--- config.mk ---
export PLATFORM = sky130hd
export DESIGN_NAME = sw_debounce
export DESIGN_NICKNAME = d
export VERILOG_FILES = /design/src/rtl/sw_debounce_pkg.sv /design/src/rtl/sw_debounce_chan.sv /design/src/rtl/sw_debounce.sv
export SDC_FILE = /design/constraint.sdc
export NUM_CORES = 1
export LEC_CHECK = 0
export BUFFER_PORTS_ARGS = -buffer_cell sky130_fd_sc_hd__buf_2
export CORE_MARGIN = 2
export CORE_UTILIZATION = 40
export DETAILED_ROUTE_END_ITERATION = 7
export SLEW_MARGIN = 20
export SYNTH_ARGS = -nofsm -noshare
export SYNTH_HDL_FRONTEND = slang
export SYNTH_SLANG_ARGS = --single-unit
--- constraint.sdc ---
create_clock -name clk -period 2.8 [get_ports clk]
set_input_delay 0.84 -clock clk [delete_from_list [all_inputs] [get_ports clk]]
set_output_delay 0.84 -clock clk [all_outputs]
set_load 0.01 [all_outputs]
--- src/rtl/sw_debounce_pkg.sv ---
// Shared defaults and helpers for the slide-switch debouncer.
package sw_debounce_pkg;

  localparam int DEF_WIDTH         = 8;
  localparam int DEF_PRESCALE_BITS = 16;
  localparam int DEF_STABLE_TICKS  = 4;
  localparam int SYNC_DEPTH        = 2;

  // Counter width able to hold 0..stable_ticks.
  function automatic int cnt_width(input int stable_ticks);
    return $clog2(stable_ticks + 1);
  endfunction

endpackage

--- src/rtl/sw_debounce_chan.sv ---
// One debounce channel: two-flop synchronizer, tick-timed stability filter,
// registered rise/fall strobes.
module sw_debounce_chan
  import sw_debounce_pkg::*;
#(
  parameter int STABLE_TICKS = DEF_STABLE_TICKS
) (
  input  logic clk,
  input  logic rst_n,
  input  logic tick,
  input  logic sw_in,
  output logic db,
  output logic rise,
  output logic fall
);

  localparam int                CNT_W    = cnt_width(STABLE_TICKS);
  localparam logic [CNT_W-1:0]  CNT_LAST = CNT_W'(STABLE_TICKS - 1);

  logic [SYNC_DEPTH-1:0] sync_q, sync_d;
  logic [CNT_W-1:0]      cnt_q, cnt_d;
  logic                  db_q, db_d;
  logic                  rise_q, rise_d;
  logic                  fall_q, fall_d;
  logic                  s2;

  assign s2 = sync_q[SYNC_DEPTH-1];

  always_comb begin
    // NOTE: every output of this block gets a default first, so no path can infer a latch.
    sync_d = {sync_q[SYNC_DEPTH-2:0], sw_in};
    cnt_d  = cnt_q;
    db_d   = db_q;
    rise_d = 1'b0;
    fall_d = 1'b0;
    if (s2 == db_q) begin
      cnt_d = '0;
    end else if (tick && cnt_q == CNT_LAST) begin
      // Flip on the qualifying tick; the strobe lands on the same edge as the level.
      db_d   = s2;
      cnt_d  = '0;
      rise_d = s2;
      fall_d = ~s2;
    end else if (tick) begin
      cnt_d = cnt_q + CNT_W'(1);
    end
  end

  // NOTE: reset is sampled on the clock edge only; all state updates use non-blocking assignments.
  always_ff @(posedge clk) begin
    if (!rst_n) begin
      sync_q <= '0;
      cnt_q  <= '0;
      db_q   <= 1'b0;
      rise_q <= 1'b0;
      fall_q <= 1'b0;
    end else begin
      sync_q <= sync_d;
      cnt_q  <= cnt_d;
      db_q   <= db_d;
      rise_q <= rise_d;
      fall_q <= fall_d;
    end
  end

  assign db   = db_q;
  assign rise = rise_q;
  assign fall = fall_q;

endmodule

--- src/rtl/sw_debounce.sv ---
// Slide-switch conditioner: shared prescaler tick feeding WIDTH independent
// debounce channels.
module sw_debounce
  import sw_debounce_pkg::*;
#(
  parameter int WIDTH         = DEF_WIDTH,
  parameter int PRESCALE_BITS = DEF_PRESCALE_BITS,
  parameter int STABLE_TICKS  = DEF_STABLE_TICKS
) (
  input  logic             clk,
  input  logic             rst_n,
  input  logic [WIDTH-1:0] sw,
  output logic [WIDTH-1:0] sw_db,
  output logic [WIDTH-1:0] sw_rise,
  output logic [WIDTH-1:0] sw_fall,
  output logic             tick
);

  logic [PRESCALE_BITS-1:0] presc_q, presc_d;

  always_comb begin
    presc_d = presc_q + PRESCALE_BITS'(1);
  end

  always_ff @(posedge clk) begin
    if (!rst_n) begin
      presc_q <= '0;
    end else begin
      presc_q <= presc_d;
    end
  end

  // Decoded from the counter, so it is low while the prescaler sits in reset.
  assign tick = &presc_q;

  for (genvar i = 0; i < WIDTH; i++) begin : g_chan
    sw_debounce_chan #(
      .STABLE_TICKS(STABLE_TICKS)
    ) u_chan (
      .clk  (clk),
      .rst_n(rst_n),
      .tick (tick),
      .sw_in(sw[i]),
      .db   (sw_db[i]),
      .rise (sw_rise[i]),
      .fall (sw_fall[i])
    );
  end

endmodule

==> results of run 1 <==
[cell usage after synthesis]
master    number
a21boi_0       1
a21oi_1       33
a41o_1         8
and2_1        28
buf_2          2
buf_4         25
buf_6          2
clkbuf_1       9
dfxtp_1       80
ha_1          17
inv_1         17
inv_2          1
mux2i_1        1
nand2_1       46
nand2b_1       2
nand3_1        5
nand3_2        1
nand3b_1       8
nand4_1       10
nand4_2        1
nand4b_1       1
nor2_1        17
nor2b_1        1
nor3_1         3
nor3b_2        2
nor4_1         4
o21ai_0        1
or3_1         17
or4_4          1
xnor2_1        3
xor2_1        16
[sequential cells by signal, indices dropped and copies added, names as in the netlist]
name / cells
g_chan.u_chan.cnt_q: 24
g_chan.u_chan.sync_q: 16
presc_q: 16
g_chan.u_chan.db: 8
g_chan.u_chan.fall: 8
g_chan.u_chan.rise: 8
[metal layers]
layer	wire, um	share of wire (%)
met1	2620	47
met2	2640	47
met3	248	4.4
met4	63	1.1
met5	0	0
[cell families (layout without fill, tap and decap cells)]
family                     after synthesis  count (layout)  synth area share (%)
buffers and inverters                   56              72                  9.56
muxes                                    1               1                 0.298
adders and majority gates               17              17                  6.33
DFF                                     80              80                  47.6
xor gates and xnor gates                19              19                  4.95
AOI/OAI and AO/OA                       43              43                  7.67
and+or+nand+nor                        147             147                  23.6
[worst max-delay path: cells and delay by family, from the launching register on]
family        cells  cell delay (ns)
flops             1             0.35
fa+ha+maj         1             0.26
simple gates      2             0.71
buf+inv           2             0.19
[how the worst min path moves through the flow]
stage | start | end | slack (ns) | cells past startpoint
3_3_place_gp | g_chan[1].u_chan.sync_q[0] | g_chan[1].u_chan.sync_q[1] | 0.42 | 1
2_1_floorplan | g_chan[0].u_chan.sync_q[0] | g_chan[0].u_chan.sync_q[1] | 0.41 | 1
5_1_grt | g_chan[1].u_chan.sync_q[0] | g_chan[1].u_chan.sync_q[1] | 0.45 | 1
4_1_cts | g_chan[1].u_chan.sync_q[0] | g_chan[1].u_chan.sync_q[1] | 0.44 | 1
6_report | g_chan[1].u_chan.sync_q[0] | g_chan[1].u_chan.sync_q[1] | 0.44 | 1
3_5_place_dp | g_chan[2].u_chan.sync_q[0] | g_chan[2].u_chan.sync_q[1] | 0.42 | 1
[layout by cell type, fill, tap and decap left out, types with 2 or more instances in the layout]
cell       instances
nand2b_1           2
a21oi_1           33
dfxtp_1           80
nor3_1             3
a41o_1             8
xor2_1            16
xnor2_1            3
or3_1             17
nand4_1           10
buf_4              5
buf_2             34
and2_1            28
nor3b_2            2
nand3b_1           8
clkbuf_8          10
nor4_1             4
ha_1              17
bufinv_16          2
nand2_1           46
nor2_1            17
nand3_1            5
inv_1             17
[cell type report]
type	instances	area share (%)
Clock buffer	10	3.75
Clock inverter	5	2.21
Inverter	18	1.84
Multi-Input combinational cell	227	39.4
Sequential cell	80	43.6
Tap cell	105	3.58
Timing Repair Buffer	39	5.65
[where the power goes]
part	internal (W)	leakage (nW)	switching, W	total, W
clock	0.000521	0.108	0.000399	0.000921
sequential	0.00115	0.648	0.0000102	0.00116
combinational	0.0000192	0.838	0.0000242	0.0000435
[through the flow]
stage	total power [W]	instance area, um^2	setup slack (ns)	hold slack, ns
after floorplan	0.00121	3360	0.387	0.412
after global placement	0.00123	3450	0.485	0.418
after detailed placement	0.00123	3450	0.454	0.420
after CTS	0.00216	3670	0.0688	0.441
after global routing	0.00221	3670	-0.000584	0.451
final	0.00213	3670	0.110	0.437
==> impl_metrics.json, run 1 <==
{
  "netlist_area_um2": 3360,
  "utilization_pct": 44.9,
  "grt_overflow": 0,
  "drt_iter0_markers": 65,
  "antenna_found_initial": 0,
  "ys_seq_area_share_pct": 47.6,
  "post-route-min-period_ns": 2.69,
  "post_cts_resized": 0,
  "grt_usage_pct": 13.2,
  "placed_cells": 469,
  "regArea_um2": 1600,
  "fin_setup_tns_ns": 0,
  "syn_inst": 363,
  "period_share_pct": 96.1,
  "antenna_cells": 0,
  "yosys_warnings": 0,
  "finalClockSkew_ns": 0.0139,
  "dieArea_um2": 9150,
  "grt_pass1_vias": 2138,
  "clk_latency_ns": 0.35,
  "cts_buffer_depth": 2,
  "gr-max-usage-layer": "met2",
  "rr_worst_depth": 7,
  "slew_headroom_pct": 64.8,
  "p_leak_nw": 1.59,
  "grt.met1_usage_pct": 15.4,
  "cts_max_level": 3,
  "synth_nets": 390,
  "final_hold_viol_count": 0,
  "cts.clk_slew.worst_paths_ns": 0.07,
  "synth_top_area_cell": "dfxtp_1",
  "grt_max_degree": 41,
  "rr_startpoint": "presc_q[0]",
  "clock.fmax_mhz": 372,
  "cts_buffers": 9,
  "std_cell_rows": 33,
  "synth_cell_types": 31,
  "syn_to_final_growth_pct": 9.30,
  "slew_viol_final": 0,
  "crit_path_top_delay_cell": "or4_4",
  "drive_gt1_share_pct": 15.8,
  "gp_congestion": 0.730,
  "drt-total-wl_um": 5580,
  "reg2reg_setup_slack_ns": 0.63,
  "clk_root_buffer_cell": "clkbuf_8",
  "r2r-end": "g_chan[5].u_chan.rise",
  "nFillCells": 799,
  "stdcell_count": 484,
  "viasPerCell": 4.85,
  "ioPinCount": 35,
  "synth.top_cell.area_share_pct": 47.6,
  "post-dp-hpwl_um": 3770,
  "cp_cell_sequence": "ha_1 > nand4_4 > or4_4 > inv_2 > buf_2",
  "clock_sinks": 80,
  "use_met2_pct": 21.4,
  "start_util_pct": 41.1,
  "synth_seq_cells": 80,
  "route.vias.total": 2349,
  "holdBufCountCts": 0,
  "drv_cap": 0,
  "die_h_um": 95.7,
  "status": "finished, final reports clean",
  "worst-path-max-fanout": 6,
  "coreArea_um2": 8180,
  "critical_path_class": "flop to output pin",
  "p_per_area_nw_per_um2": 578,
  "end_kind": "output pin",
  "hold_class": "flop to flop",
  "cts_setup_buffers": 0,
  "cts_tree": "yes",
  "cp-start-kind": "flop",
  "setup_violations": 0,
  "irDropWorstVdd_mv": 0.218,
  "wl_per_cell_um": 11.5,
  "die_x_um": 95.7,
  "multi_input_area_um2": 1450,
  "numPortBuffers": 34,
  "max_stage_delay_ns": 0.55,
  "ys_top_cells_by_area": "dfxtp_1 48%, ha_1 6.3%, buf_4 5.6%, and2_1 5.2%, nand2_1 5.1%",
  "critPathCapture": "tick",
  "firstDrtPassIters": 4,
  "avgSynthCellArea_um2": 9.26,
  "grt_pass1_wl_um": 9270,
  "grtUsageMet3_pct": 5.77,
  "nets": 402,
  "startpoint": "presc_q[0]",
  "drtAntennaViolNets": 0,
  "cp.required_ns": 1.96,
  "arrival_ns": 1.85,
  "drc_errors": 0,
  "worst_pin_slew_ns": 0.524
}
Power figures use the tool's default switching activity.
==> inputs of run 2 (changes only) <==
CORE_ASPECT_RATIO = 2   (was not set)
==> impl_metrics.json, run 2 (same netlist as run 1, synthesis figures left out) <==
{
  "firstDrtPassIters": 4,
  "grt_overflow": 0,
  "finalClockSkew_ns": 0.00478,
  "nets": 400,
  "dr_wl_met2_um": 2970,
  "die_h_um": 134,
  "p_leak_nw": 1.62,
  "nFillCells": 828,
  "drc_errors": 0,
  "period_share_pct": 95.1,
  "worst_pin_slew_ns": 0.481,
  "syn_to_final_growth_pct": 11.4,
  "cts_max_level": 3,
  "hold_slack_ns": 0.429,
  "drive_gt1_share_pct": 15.9,
  "viasPerCell": 4.83,
  "post-route-min-period_ns": 2.66,
  "antenna_found_initial": 0,
  "cts_setup_buffers": 0,
  "cell_internal_pwr_w": 0.00191,
  "ioPinCount": 35,
  "route.vias.total": 2300,
  "clk_latency_ns": 0.33,
  "drt-total-wl_um": 5550,
  "cts_buffer_depth": 2,
  "hold_class": "flop to flop",
  "cts_buffers": 9,
  "gp_congestion": 0.679,
  "clock.fmax_mhz": 376,
  "combPwrFrac_pct": 1.8,
  "cts_tree": "yes",
  "placed_cells": 460,
  "coreArea_um2": 8230,
  "cts.clk_slew.worst_paths_ns": 0.06,
  "worst_slack_ns": 0.138,
  "dp_slack_ns": 0.456,
  "pwr-share-seq_pct": 48.9,
  "arrival_ns": 1.82,
  "drv_cap": 0,
  "final_hold_viol_count": 0,
  "drt_iter0_markers": 72,
  "end_kind": "output pin",
  "irDropWorstVdd_mv": 0.293,
  "largest_registers": "g_chan.u_chan.cnt_q: 24 flops, g_chan.u_chan.sync_q: 16 flops, presc_q: 16 flops",
  "antenna_cells": 0,
  "p_per_area_nw_per_um2": 635,
  "grt_usage_pct": 14.1,
  "post-dp-hpwl_um": 3820,
  "numPortBuffers": 34,
  "clockPowerShare_pct": 49.3,
  "grt_pass1_wl_um": 9850,
  "grt_max_degree": 41,
  "dr_wl_met3_um": 168,
  "std_cell_rows": 47,
  "start_util_pct": 40.8,
  "final_common_cell": "dfxtp_1",
  "setup_violations": 0,
  "met1_length_um": 2290,
  "stdcell_count": 476,
  "clk_root_buffer_cell": "clkbuf_16",
  "status": "finished, final reports clean",
  "slew_viol_final": 0,
  "dieArea_um2": 9200,
  "cp.required_ns": 1.96,
  "slew_headroom_pct": 67.7,
  "drtAntennaViolNets": 0,
  "worst-path-max-fanout": 6,
  "clock_sinks": 80,
  "registers.top_by_ff_count": "g_chan.u_chan.cnt_q",
  "wl_per_cell_um": 11.7,
  "highest_layer": "met4",
  "fin_setup_tns_ns": 0,
  "cp-start-kind": "flop",
  "switching_share_pct": 19.8,
  "layout_common_cells": "80 x dfxtp_1, 46 x nand2_1, 34 x buf_2",
  "largest_reg_flops": 24,
  "die_x_um": 68.8,
  "grt_pass1_vias": 2187,
  "rsz0062_at_grt": "no",
  "p_sw_w": 0.000471,
  "critical_path_class": "flop to output pin"
}
## run 2: critical path, stage by stage, from the launching register on
cell     delay [ns]
dfxtp_1        0.35
ha_2           0.22
nand4_2        0.18
or4_4          0.56
inv_2          0.06
buf_2          0.12
## run 2: path summary, 6_finish.rpt
path	end	cells after the start	slack [ns]	start
max	tick	5	0.14	presc_q[0]
max reg2reg	g_chan[4].u_chan.db	7	0.64	presc_q[0]
min	g_chan[3].u_chan.sync_q[1]	1	0.43	g_chan[3].u_chan.sync_q[0]
min reg2reg	g_chan[3].u_chan.sync_q[1]	1	0.43	g_chan[3].u_chan.sync_q[0]
## run 2: power by group through the flow
stage	logic [W]	registers (W)	clock network (W)
CTS	0.0000445	0.00116	0.00121
finish	0.0000436	0.00116	0.00117
floorplan	0.0000294	0.00119	0
detailed placement	0.0000443	0.00119	0
global route	0.0000514	0.00116	0.00127
global placement	0.0000429	0.00119	0
## run 2: area by class of cell
class / instances / area, um^2 / share of cell area [%]
repair buffers: 37 / 205 / 5.48
inverters: 18 / 67.6 / 1.80
clock buffers: 11 / 253 / 6.75
clock inverters: 5 / 55.1 / 1.47
well taps: 98 / 123 / 3.27
flip-flops and latches: 80 / 1600 / 42.8
multi-input cells: 227 / 1440 / 38.5
## run 2: per-layer routing
layer  GRT usage (%)  vias up
met4            6.86        0
met3            4.22        8
met5               0        -
met2            24.4       23
li1                -     1216
met1            14.9     1053
## run 2: timing repair
action	CTS	global route
setup endpoints to repair	0	1
resized for setup	0	1
hold buffers	0	0
## run 2: stage by stage
step                cell area, um^2  utilization, %  power (W)
floorplan                      3360               -    0.00121
CTS                            3740            45.5    0.00242
detailed placement             3440            41.7    0.00123
global placement               3440            41.7    0.00123
global route                   3750            45.5    0.00248
finish                         3750            45.5    0.00238
